--- src/rtl/shreg_pkg.sv ---
// Shared definitions for the shift-register serializer.
//   state_t        : serializer FSM state encoding (IDLE, SHIFT)
//   DEFAULT_WIDTH  : default parallel word width in bits
package shreg_pkg;

  typedef enum logic {
    IDLE  = 1'b0,
    SHIFT = 1'b1
  } state_t;

  localparam int unsigned DEFAULT_WIDTH = 16;

endpackage : shreg_pkg

--- src/rtl/shreg_serializer.sv ---
// Parallel-to-serial shift register with valid/ready handshakes on both sides.
// A word offered on load_* while idle is captured and emitted one bit per
// accepted beat on sout*, MSB or LSB first. One bubble cycle separates words.
//
// Parameters
//   WIDTH      : word width in bits (2..32)
//   MSB_FIRST  : 1 = bit WIDTH-1 leaves first, 0 = bit 0 leaves first
// Ports
//   clk        : clock, rising edge
//   rst        : asynchronous active-high reset
//   clr        : synchronous abort/clear, highest priority
//   load_valid : parallel word offered
//   load_ready : block can accept a word (idle)
//   load_data  : parallel word
//   sout       : serial data bit
//   sout_valid : sout holds a valid bit
//   sout_ready : consumer accepts the current bit
//   sout_last  : current bit is the final bit of the word
//   busy       : a word is being serialized
module shreg_serializer
  import shreg_pkg::*;
#(
  parameter int unsigned WIDTH     = DEFAULT_WIDTH,
  parameter bit          MSB_FIRST = 1'b1
) (
  input  logic             clk,
  input  logic             rst,
  input  logic             clr,
  input  logic             load_valid,
  output logic             load_ready,
  input  logic [WIDTH-1:0] load_data,
  output logic             sout,
  output logic             sout_valid,
  input  logic             sout_ready,
  output logic             sout_last,
  output logic             busy
);

  localparam int unsigned CW = $clog2(WIDTH);

  state_t           state_q, state_d;
  logic [WIDTH-1:0] data_q,  data_d;
  logic [CW-1:0]    cnt_q,   cnt_d;

  logic             beat;

  // Outputs depend only on registered state, never on inputs.
  assign beat = (state_q == SHIFT) && sout_ready;

  always_comb begin
    state_d = state_q;
    data_d  = data_q;
    cnt_d   = cnt_q;

    if (clr) begin
      state_d = IDLE;
      data_d  = '0;
      cnt_d   = '0;
    end else begin
      unique case (state_q)
        IDLE: begin
          if (load_valid) begin
            state_d = SHIFT;
            data_d  = load_data;
            cnt_d   = CW'(WIDTH - 1);
          end
        end
        SHIFT: begin
          // load_valid is deliberately ignored here.
          if (beat) begin
            if (MSB_FIRST) begin
              data_d = {data_q[WIDTH-2:0], 1'b0};
            end else begin
              data_d = {1'b0, data_q[WIDTH-1:1]};
            end
            if (cnt_q == '0) begin
              state_d = IDLE;
              cnt_d   = '0;
            end else begin
              cnt_d = cnt_q - 1'b1;
            end
          end
        end
        default: begin
          state_d = IDLE;
          data_d  = '0;
          cnt_d   = '0;
        end
      endcase
    end
  end

  always_ff @(posedge clk or posedge rst) begin
    if (rst) begin
      state_q <= IDLE;
      data_q  <= '0;
      cnt_q   <= '0;
    end else begin
      state_q <= state_d;
      data_q  <= data_d;
      cnt_q   <= cnt_d;
    end
  end

  assign load_ready = (state_q == IDLE);
  assign busy       = (state_q == SHIFT);
  assign sout_valid = (state_q == SHIFT);
  assign sout_last  = (state_q == SHIFT) && (cnt_q == '0);
  // In IDLE the register is zero after reset, clear or a completed word,
  // so sout reads 0 there as well.
  assign sout       = MSB_FIRST ? data_q[WIDTH-1] : data_q[0];

endmodule : shreg_serializer

--- config.mk ---
export PLATFORM = sky130hd
export DESIGN_NAME = shreg_serializer
export DESIGN_NICKNAME = d
export VERILOG_FILES = /design/src/rtl/shreg_pkg.sv /design/src/rtl/shreg_serializer.sv
export SDC_FILE = /design/constraint.sdc
export NUM_CORES = 1
export LEC_CHECK = 0
export ABC_AREA = 0
export BUFFER_PORTS_ARGS = -buffer_cell sky130_fd_sc_hd__buf_2
export CORE_MARGIN = 2
export CORE_UTILIZATION = 47
export CTS_CLUSTER_SIZE = 16
export DETAILED_ROUTE_END_ITERATION = 10
export HOLD_SLACK_MARGIN = 0.1
export PLACE_DENSITY = 0.7
export SLEW_MARGIN = 20
export SYNTH_ARGS = -nofsm -noshare
export SYNTH_HDL_FRONTEND = slang
export SYNTH_SLANG_ARGS = --single-unit
--- constraint.sdc ---
create_clock -name clk -period 1.35 [get_ports clk]
set_input_delay 0.135 -clock clk [delete_from_list [all_inputs] [get_ports clk]]
set_output_delay 0.135 -clock clk [all_outputs]
set_load 0.02 [all_outputs]
==> results of run 1 <==
## layer usage
metal	vias up	share of wire [%]	wire [um]	track usage [%]
li1	447	-	-	-
met1	439	48	1160	25.4
met2	16	49	1170	28.7
met3	2	2.5	59	2.50
met4	0	0.62	15	6.25
met5	-	0	0	0
## cell usage after synthesis
master and number:
nor3_1 3, o31ai_1 2, inv_1 2, o21ai_0 2, a311oi_1 1, o211a_1 1, mux2_4 1, buf_4 1
buf_2 1, nor4b_1 1, a211oi_1 1, dfrtp_1 21, a21oi_1 1, buf_1 2, nor4b_2 1, mux2i_1 16
clkbuf_1 1, nor2b_1 2, a211oi_2 15, nor2_1 20, o31a_1 1, buf_6 5, a22oi_1 1
## path summary, 6_finish.rpt
path / cells past startpoint / slack (ns) / end / startpoint
max: 4 / -0.06 / sout_last / busy
min: 3 / 0.10 / data_q[0] / load_data[0]
max reg2reg: 5 / 0.02 / cnt_q[2] / busy
min reg2reg: 2 / 0.55 / data_q[0] / data_q[0]
max in group asynchronous: 4 / 0.72 / busy / rst
min in group asynchronous: 4 / 0.40 / data_q[0] / rst
## flip-flops by register name (all words and copies together) (netlist names)
signal / flops
data_q: 16
cnt_q: 4
busy: 1
## layout make-up
cell class                 instances  area [sq um]
multi-input combinational         72           643
fill                             208           933
tap                               30          37.5
sequential                        21           528
clock buffer                       4          26.3
inverter                           2          10.0
timing repair buffer              39           254
## power groups by stage
stage                     registers [mW]  logic (mW)  clock network [mW]
after floorplan                    0.742       0.294                   0
after global placement             0.750       0.344                   0
after detailed placement           0.751       0.352                   0
after CTS                          0.738       0.389               0.309
after global routing               0.745       0.481               0.329
final                              0.736       0.441               0.297
## cell usage in the layout, fill, tap and decap left out, types with 2 or more instances in the layout
cell type,netlist,final
buf_2,1,22
clkbuf_4,0,3
o31ai_1,2,2
dfrtp_2,0,2
nor2_2,0,5
mux2_4,1,4
dlygate4sd3_1,0,2
dfrtp_1,21,19
nor2_1,20,15
nor3_1,3,3
a211oi_2,15,15
mux2i_1,16,15
buf_4,1,13
## worst max-delay path, cell delays in order, from the launching register on
cell and delay (ns):
dfrtp_2 0.39, buf_6 0.11, inv_4 0.03, nor4b_4 0.27
buf_4 0.18
## cell families (layout without fill, tap and decap cells)
logic type	count (synthesis)	in the layout	synth area share, %
buffers and inverters	12	45	7.45
muxes	17	20	14.9
and+or+nand+nor	27	27	10.8
DFF	21	21	44.7
AOI/OAI and AO/OA	25	25	22.2
## stage by stage
step           setup slack [ns]  hold WS, ns
2_1_floorplan           -0.0389        0.111
3_3_place_gp             0.0828        0.175
3_5_place_dp             0.0512        0.180
4_1_cts                 -0.0553        0.100
5_1_grt                  -0.102        0.109
6_report                -0.0605        0.101
## what timing repair did
| item | in CTS | in global routing |
|---|---|---|
| setup buffers | 3 | 4 |
| gates cloned | 1 | 2 |
| setup endpoints to repair | 2 | 19 |
| pin swaps | 0 | 1 |
| hold endpoints to repair | 22 | 0 |
| gates resized for setup | 6 | 12 |
| hold buffers | 2 | 0 |
==> flow_metrics.py, run 1 <==
metrics = {
    "floorplanning": {
        "fp-row-count": 18,
        "die_y_um": 54.0,
        "core_sq_um": 2430,
        "die-area_sq_um": 2920,
        "initial_core_util_pct": 48.3,
        "die_w_um": 54.0,
        "io_pins": 26,
    },
    "sta": {
        "finalHoldViolCount": 0,
        "setup_slack_ns": -0.0605,
        "post-route-period-util_pct": 104,
        "period_needed_ns": 1.41,
        "clock_skew_ns": 0.00373,
        "rsz0062_at_grt": "yes",
        "max_freq_mhz": 709,
        "setup_viol": 1,
        "worst_pin_slew_ns": 0.315,
        "fin_tns_setup_ns": -0.0605,
        "slew_viol_final": 0,
        "slew_headroom_pct": 79.0,
    },
    "cts": {
        "cts_tree": "yes",
        "clk_latency_ns": 0.29,
        "clockBufferDepth": 2,
        "numCtsBuffers": 3,
        "cts_htree_levels": 1,
        "clock-sinks": 21,
        "cts-root-buf": "clkbuf_4",
        "clk_pin_slew_ns": 0.12,
    },
    "run": {
        "cap_violations": 0,
    },
    "drt": {
        "first_iter_violations": 9,
        "num_vias": 904,
        "drc_errors": 0,
        "ant_nets": 0,
        "wl_um": 2400,
        "first_pass_iters": 2,
        "routed_via_density": 5.38,
        "post_drt_wl_per_cell_um": 14.3,
    },
    "finish": {
        "finalNetCount": 160,
        "n_antenna_cell": 0,
        "finish.utilization_pct": 61.6,
        "finalNonFillerCells": 168,
        "areaGrowthSynthToFinish_pct": 27.6,
        "design_area_sq_um": 1500,
        "drive_gt1_share_pct": 50.7,
    },
    "logic_synthesis": {
        "synthCells": 102,
        "synth_top_area_share_pct": 44.7,
        "ys_ff_latch": 21,
        "syn-cell-area_sq_um": 1170,
        "ys_types": 23,
        "synth_area_leader_cell": "dfrtp_1",
        "syn_nets": 123,
        "synth-seq-area-share_pct": 44.7,
        "postSynthAreaPerCell_sq_um": 11.5,
        "synth_area_leaders": "dfrtp_1, a211oi_2, mux2i_1",
        "yosysWarnings": 0,
    },
    "pwr": {
        "peakVddDrop_v": 0.000604,
        "seqPwrFrac_pct": 50.0,
        "cellPowerDensity_nw_per_um2": 983,
        "pwr-share-clk_pct": 20.1,
        "p_sw_mw": 0.455,
        "internal-power_mw": 1.02,
        "p_leak_nw": 0.686,
        "p_comb_share_pct": 29.9,
        "total_power_mw": 1.47,
        "p_sw_share_pct": 30.8,
    },
    "critical_path": {
        "cp.required_ns": 1.22,
        "worstPathArrival_ns": 1.28,
        "startpoint_type": "flip-flop",
        "end_kind": "output port",
        "path_max_fanout": 2,
        "critical_path_class": "flip-flop to output port",
    },
    "placed_design": {
        "post-place-cells": 152,
        "gp_congestion": 0.791,
        "io_buffers": 25,
        "hpwl_um": 1400,
        "dpl_cell_area_sq_um": 1310,
    },
    "global_routing": {
        "grt_max_degree": 22,
        "grt_pass1_vias": 816,
        "grt_overflow": 0,
        "antenna_found_initial": 0,
        "grt_usage_pct": 18.1,
        "grt_pass1_wl_um": 3750,
    },
    "status": {
        "violations": "setup timing",
        "outcome": "finished, violations left",
    },
    "worst_hold_path": {
        "hold_class": "input pin to flip-flop",
    },
}
Power figures use the tool's default switching activity.
==> run 2: changes to the inputs <==
--- a/config.mk
+++ b/config.mk
@@ -7,12 +7,12 @@
 export LEC_CHECK = 0
 export ABC_AREA = 0
 export BUFFER_PORTS_ARGS = -buffer_cell sky130_fd_sc_hd__buf_2
-export CORE_MARGIN = 2
 export CORE_UTILIZATION = 47
 export CTS_CLUSTER_SIZE = 16
 export DETAILED_ROUTE_END_ITERATION = 10
 export HOLD_SLACK_MARGIN = 0.1
 export PLACE_DENSITY = 0.7
+export REMOVE_ABC_BUFFERS = 1
 export SLEW_MARGIN = 20
 export SYNTH_ARGS = -nofsm -noshare
 export SYNTH_HDL_FRONTEND = slang
==> run 2 against run 1 <==
  * The flow still finishes with violations (setup timing)
  * First-iteration DRC count is 130% higher
  * Core utilization rose by 6.0 points
  * Design area is 2.7% higher
  * Flip-flop and latch count did not move
  * Sequential power increased by 0.5%
  * Critical path depth shrank 1
  * Count of clock-buffer cells in the layout down 1
  * Non-clock buffer count increased by 5
  * Setup slack better by 0.017 ns
  * Critical endpoint unchanged
  * Largest cell class unchanged
  * Highest routed layer unchanged
==> flow_metrics.py, run 2 (synthesized netlist as in run 1, its figures left out) <==
metrics = {
    "cts": {
        "clockBufferDepth": 2,
        "cts-root-buf": "clkbuf_4",
        "clk_pin_slew_ns": 0.13,
        "cts_htree_levels": 1,
        "clock-sinks": 21,
        "cts_tree": "yes",
        "clk_latency_ns": 0.31,
        "numCtsBuffers": 3,
    },
    "placed_design": {
        "dpl_cell_area_sq_um": 1290,
        "pre_cts_ws_ns": -0.0125,
        "io_buffers": 25,
        "gp_congestion": 0.702,
        "hpwl_um": 1590,
        "post-place-cells": 150,
    },
    "critical_path": {
        "end_kind": "output port",
        "path_cells": "nor2_2 > nor4b_4 > buf_4",
        "worst-path-stages": 3,
        "worstPathArrival_ns": 1.26,
        "path_max_fanout": 2,
        "max_stage_delay_ns": 0.42,
        "cp.buffers_inverters": 1,
        "cp.required_ns": 1.22,
        "endpoint": "sout_last",
        "reg2reg_slack_ns": 0.02,
        "crit_family": "flip-flops",
        "critical_path_class": "flip-flop to output port",
        "startpoint_type": "flip-flop",
        "cp-startpoint": "cnt_q[2]",
        "rr_worst_depth": 3,
        "r2r-end": "data_q[11]",
        "critPathSlowestCell": "dfrtp_1",
        "r2r_start": "busy",
    },
    "sta": {
        "post-route-period-util_pct": 103,
        "period_needed_ns": 1.39,
        "finalHoldViolCount": 0,
        "fin_tns_setup_ns": -0.0439,
        "setup_slack_ns": -0.0439,
        "max_freq_mhz": 717,
        "worst_pin_slew_ns": 0.380,
        "rsz0062_at_grt": "yes",
        "setup_viol": 1,
        "clock_skew_ns": 0.00749,
        "holdWs_ns": 0.169,
        "slew_viol_final": 0,
        "slew_headroom_pct": 74.7,
    },
    "pwr": {
        "peakVddDrop_v": 0.000780,
        "seqPwrFrac_pct": 48.4,
        "p_comb_share_pct": 31.1,
        "cellPowerDensity_nw_per_um2": 993,
        "p_sw_share_pct": 32.7,
        "internal-power_mw": 1.03,
        "p_leak_nw": 0.711,
        "pwr-share-clk_pct": 20.5,
        "p_sw_mw": 0.499,
    },
    "drt": {
        "wl_um": 2860,
        "post_drt_wl_per_cell_um": 16.7,
        "first_pass_iters": 4,
        "routed_via_density": 5.70,
        "first_iter_violations": 21,
        "drc_errors": 0,
        "num_vias": 974,
        "ant_nets": 0,
    },
    "global_routing": {
        "antenna_found_initial": 0,
        "groute.layer.met2.usage_pct": 31.8,
        "grt_pass1_wl_um": 3880,
        "grt_pass1_vias": 827,
        "busiest_layer": "met2",
        "global_route.usage.met3_pct": 2.63,
        "grt_usage_pct": 19.6,
        "grt_max_degree": 33,
        "grt_overflow": 0,
        "grt_util_met1_pct": 27.2,
    },
    "worst_hold_path": {
        "hold_class": "input pin to flip-flop",
    },
    "floorplanning": {
        "fp-row-count": 17,
        "die-area_sq_um": 2700,
        "die_w_um": 52.0,
        "initial_core_util_pct": 51.6,
        "core_sq_um": 2280,
        "die_y_um": 52.0,
        "io_pins": 26,
    },
    "finish": {
        "regMostFlops": "data_q",
        "design_area_sq_um": 1540,
        "areaGrowthSynthToFinish_pct": 31.0,
        "finalNetCount": 165,
        "drive_gt1_share_pct": 54.5,
        "final_common_cell": "buf_2",
        "finalNonFillerCells": 171,
        "largest_register_ff_count": 16,
        "mostFrequentLayoutCells": "buf_2, dfrtp_1",
        "n_antenna_cell": 0,
    },
    "run": {
        "cap_violations": 0,
    },
    "status": {
        "outcome": "finished, violations left",
        "violations": "setup timing",
    },
}
run 2: cell count changes in the layout (fill, tap and decap cells not counted), moves of 2 or more:
| cell | before | now |
|---|---|---|
| buf_2 | 22 | 24 |
| o31ai_1 | 2 | 0 |
| buf_4 | 13 | 15 |
| o31ai_2 | 0 | 2 |
run 2: power groups by stage:
stage                     logic [mW]  clock network [mW]  registers [mW]
after floorplan                0.215                   0           0.764
after global placement         0.334                   0           0.747
after detailed placement       0.350                   0           0.751
after CTS                      0.404               0.314           0.735
after global routing           0.512               0.353           0.748
final                          0.475               0.313           0.740
run 2: worst min-delay path by stage:
stage	start	end	slack, ns	cells past startpoint
final	load_data[2]	data_q[2]	0.17	3
after global routing	load_valid	busy	0.16	3
after CTS	load_valid	busy	0.11	3
after detailed placement	rst	data_q[13]	0.18	3
after global placement	rst	data_q[13]	0.18	3
after floorplan	rst	busy	0.11	1
run 2: layout make-up:
| class | instances | area (sq um) |
|---|---|---|
| repair buffers | 44 | 285 |
| flip-flops and latches | 21 | 529 |
| clock inverters | 1 | 5.00 |
| well taps | 28 | 35.0 |
| fillers | 172 | 737 |
| inverters | 2 | 7.51 |
| multi-input cells | 72 | 654 |
| clock buffers | 3 | 22.5 |
run 2: what timing repair did:
action,in CTS,in global routing
endpoints found under the hold margin,24,0
endpoints found under the setup margin,11,20
resized for setup,7,16
buffers inserted,7,4
pin swaps,1,2
cloned,0,3
hold buffers,3,0
run 2: through the flow:
| step | util [%] | total power [mW] |
|---|---|---|
| 6_report | 67.6 | 1.53 |
| 5_1_grt | 67.6 | 1.61 |
| 3_5_place_dp | 56.8 | 1.10 |
| 2_1_floorplan | - | 0.979 |
| 4_1_cts | 62.5 | 1.45 |
| 3_3_place_gp | 56.8 | 1.08 |
run 2: worst register-to-register path: cells and delay by family (launching register included):
kind                   cells  cell delay [ns]
DFF                        1             0.45
muxes                      1             0.45
buffers and inverters      1             0.15
AOI/OAI and AO/OA          1             0.21
run 2: per-layer routing:
layer	vias up	part of all wire, %
li1	455	-
met1	484	45
met2	33	51
met3	2	3.5
met4	0	0.35
met5	-	0
==> run 3: changes to the inputs <==
--- a/config.mk
+++ b/config.mk
@@ -11,6 +11,7 @@
 export CTS_CLUSTER_SIZE = 16
 export DETAILED_ROUTE_END_ITERATION = 10
 export HOLD_SLACK_MARGIN = 0.1
+export MAX_ROUTING_LAYER = met4
 export PLACE_DENSITY = 0.7
 export REMOVE_ABC_BUFFERS = 1
 export SLEW_MARGIN = 20
==> run 3 against run 2 <==
  * The run still ends with setup timing left
  * Sequential share of layout area is the same
  * Die area stayed put
  * Combinational power about the same
  * Global-route usage rose by 0.53 points
  * Non-clock buffer count did not move
  * Highest routed layer unchanged
  * First-iteration DRC count increased by 4.8%
  * Routed wire length rose by 0.35%
  * Sequential power barely moved
  * Core utilization unchanged
  * Worst hold slack better by 0.0063 ns
  * Register-to-register slack hardly changed
  * Flip-flop and latch count unchanged
  * Largest power group unchanged
==> flow_metrics.py, run 3 (synthesized netlist as in run 1, its figures left out) <==
metrics = {
    "critical_path": {
        "reg2reg_slack_ns": 0.02,
        "worstPathArrival_ns": 1.26,
        "path_cells": "nor4b_4 > buf_4",
        "critical_path_class": "flip-flop to output port",
        "rr_worst_depth": 3,
        "crit_family": "flip-flops",
        "r2r-end": "data_q[11]",
        "critPathSlowestCell": "dfrtp_2",
        "max_stage_delay_ns": 0.48,
        "end_kind": "output port",
        "worst-path-stages": 2,
        "startpoint_type": "flip-flop",
        "r2r_start": "busy",
        "path_max_fanout": 7,
        "cp.buffers_inverters": 1,
        "cp.required_ns": 1.22,
    },
    "finish": {
        "design_area_sq_um": 1540,
        "n_antenna_cell": 0,
        "final_common_cell": "buf_2",
        "mostFrequentLayoutCells": "buf_2, dfrtp_1",
        "finalNonFillerCells": 171,
        "areaGrowthSynthToFinish_pct": 31.0,
        "drive_gt1_share_pct": 54.5,
        "finalNetCount": 165,
        "fill_cells": 172,
        "multi_input_area_sq_um": 654,
        "regMostFlops": "data_q",
        "largest_register_ff_count": 16,
        "regArea_sq_um": 529,
    },
    "floorplanning": {
        "initial_core_util_pct": 51.6,
        "die_y_um": 52.0,
        "io_pins": 26,
        "fp-row-count": 17,
        "die_w_um": 52.0,
        "core_sq_um": 2280,
        "die-area_sq_um": 2700,
    },
    "placed_design": {
        "dpl_cell_area_sq_um": 1290,
        "hpwl_um": 1590,
        "gp_congestion": 0.710,
        "io_buffers": 25,
        "post-place-cells": 150,
    },
    "sta": {
        "clock_skew_ns": 0.00675,
        "setup_viol": 1,
        "worst_pin_slew_ns": 0.379,
        "max_freq_mhz": 719,
        "fin_tns_setup_ns": -0.0405,
        "slew_viol_final": 0,
        "rsz0062_at_grt": "yes",
        "post-route-period-util_pct": 103,
        "finalHoldViolCount": 0,
        "period_needed_ns": 1.39,
        "slew_headroom_pct": 74.7,
        "setup_slack_ns": -0.0405,
    },
    "cts": {
        "clockBufferDepth": 2,
        "cts_htree_levels": 1,
        "clk_latency_ns": 0.30,
        "cts_tree": "yes",
        "clk_pin_slew_ns": 0.12,
        "numCtsBuffers": 3,
        "clock-sinks": 21,
        "cts-root-buf": "clkbuf_4",
    },
    "worst_hold_path": {
        "worstHoldStart": "load_data[2]",
        "hold_class": "input pin to flip-flop",
        "whs_path_depth": 3,
        "hold_path_end": "data_q[2]",
    },
    "drt": {
        "routed_via_density": 5.64,
        "num_vias": 965,
        "drc_errors": 0,
        "first_iter_violations": 22,
        "wl_um": 2870,
        "post_drt_wl_per_cell_um": 16.8,
        "first_pass_iters": 4,
        "ant_nets": 0,
    },
    "global_routing": {
        "grt_pass1_vias": 824,
        "grt_overflow": 0,
        "grt_pass1_wl_um": 3880,
        "grt_usage_pct": 20.2,
        "grt_max_degree": 33,
        "antenna_found_initial": 0,
    },
    "status": {
        "violations": "setup timing",
        "outcome": "finished, violations left",
    },
    "pwr": {
        "p_leak_nw": 0.711,
        "peakVddDrop_v": 0.000777,
        "cellPowerDensity_nw_per_um2": 990,
    },
    "run": {
        "cap_violations": 0,
    },
}
==> run 3: how the worst max path moves through the flow <==
stage             start        end  slack [ns]
4_1_cts        cnt_q[3]  sout_last       -0.04
3_3_place_gp       busy   cnt_q[2]        0.06
3_5_place_dp       busy  data_q[4]       -0.01
5_1_grt        cnt_q[2]  sout_last       -0.11
2_1_floorplan      busy       busy       -1.02
6_report       cnt_q[1]  sout_last       -0.04
==> run 3: final cells by class <==
cell class / count / share of cell area, %
clock buffer: 3 / 1.46
clock inverter: 1 / 0.325
inverter: 2 / 0.488
multi-input combinational: 72 / 42.5
sequential: 21 / 34.4
tap: 28 / 2.28
timing repair buffer: 44 / 18.5
==> run 3: where the power goes <==
part | total [mW] | switching [mW] | internal (mW)
Combinational | 0.476 | 0.248 | 0.228
Clock | 0.307 | 0.197 | 0.110
Sequential | 0.740 | 0.0499 | 0.690
Total | 1.52 | 0.494 | 1.03
==> run 3: per-stage QoR <==
| step | setup WS, ns | hold slack (ns) | utilization [%] | total power [mW] |
|---|---|---|---|---|
| 4_1_cts | -0.0366 | 0.113 | 62.5 | 1.45 |
| 6_report | -0.0405 | 0.175 | 67.6 | 1.52 |
| 3_3_place_gp | 0.0591 | 0.179 | 56.8 | 1.08 |
| 3_5_place_dp | -0.0125 | 0.180 | 56.8 | 1.10 |
| 5_1_grt | -0.106 | 0.160 | 67.6 | 1.61 |
| 2_1_floorplan | -1.02 | 0.112 | - | 0.979 |
==> run 3: timing repair <==
item | CTS | global route
hold buffers | 3 | 0
setup buffers | 7 | 4
pin swaps | 1 | 2
gates cloned | 0 | 3
hold endpoints to repair | 24 | 0
gates resized for setup | 7 | 16
endpoints found under the setup margin | 11 | 20
==> run 3: worst reg2reg max path, cell delays in order (launching register included) <==
cell and delay (ns):
dfrtp_2 0.45, buf_4 0.15, mux2_2 0.45, a211oi_2 0.21
==> run 3: layer usage <==
| layer | share of wire (%) | up-vias | GRT usage [%] |
|---|---|---|---|
| met1 | 45 | 477 | 27.2 |
| met5 | 0 | - | - |
| met4 | 0.31 | 0 | 5.41 |
| met3 | 3.7 | 2 | 2.63 |
| met2 | 51 | 31 | 31.8 |
| li1 | - | 455 | - |
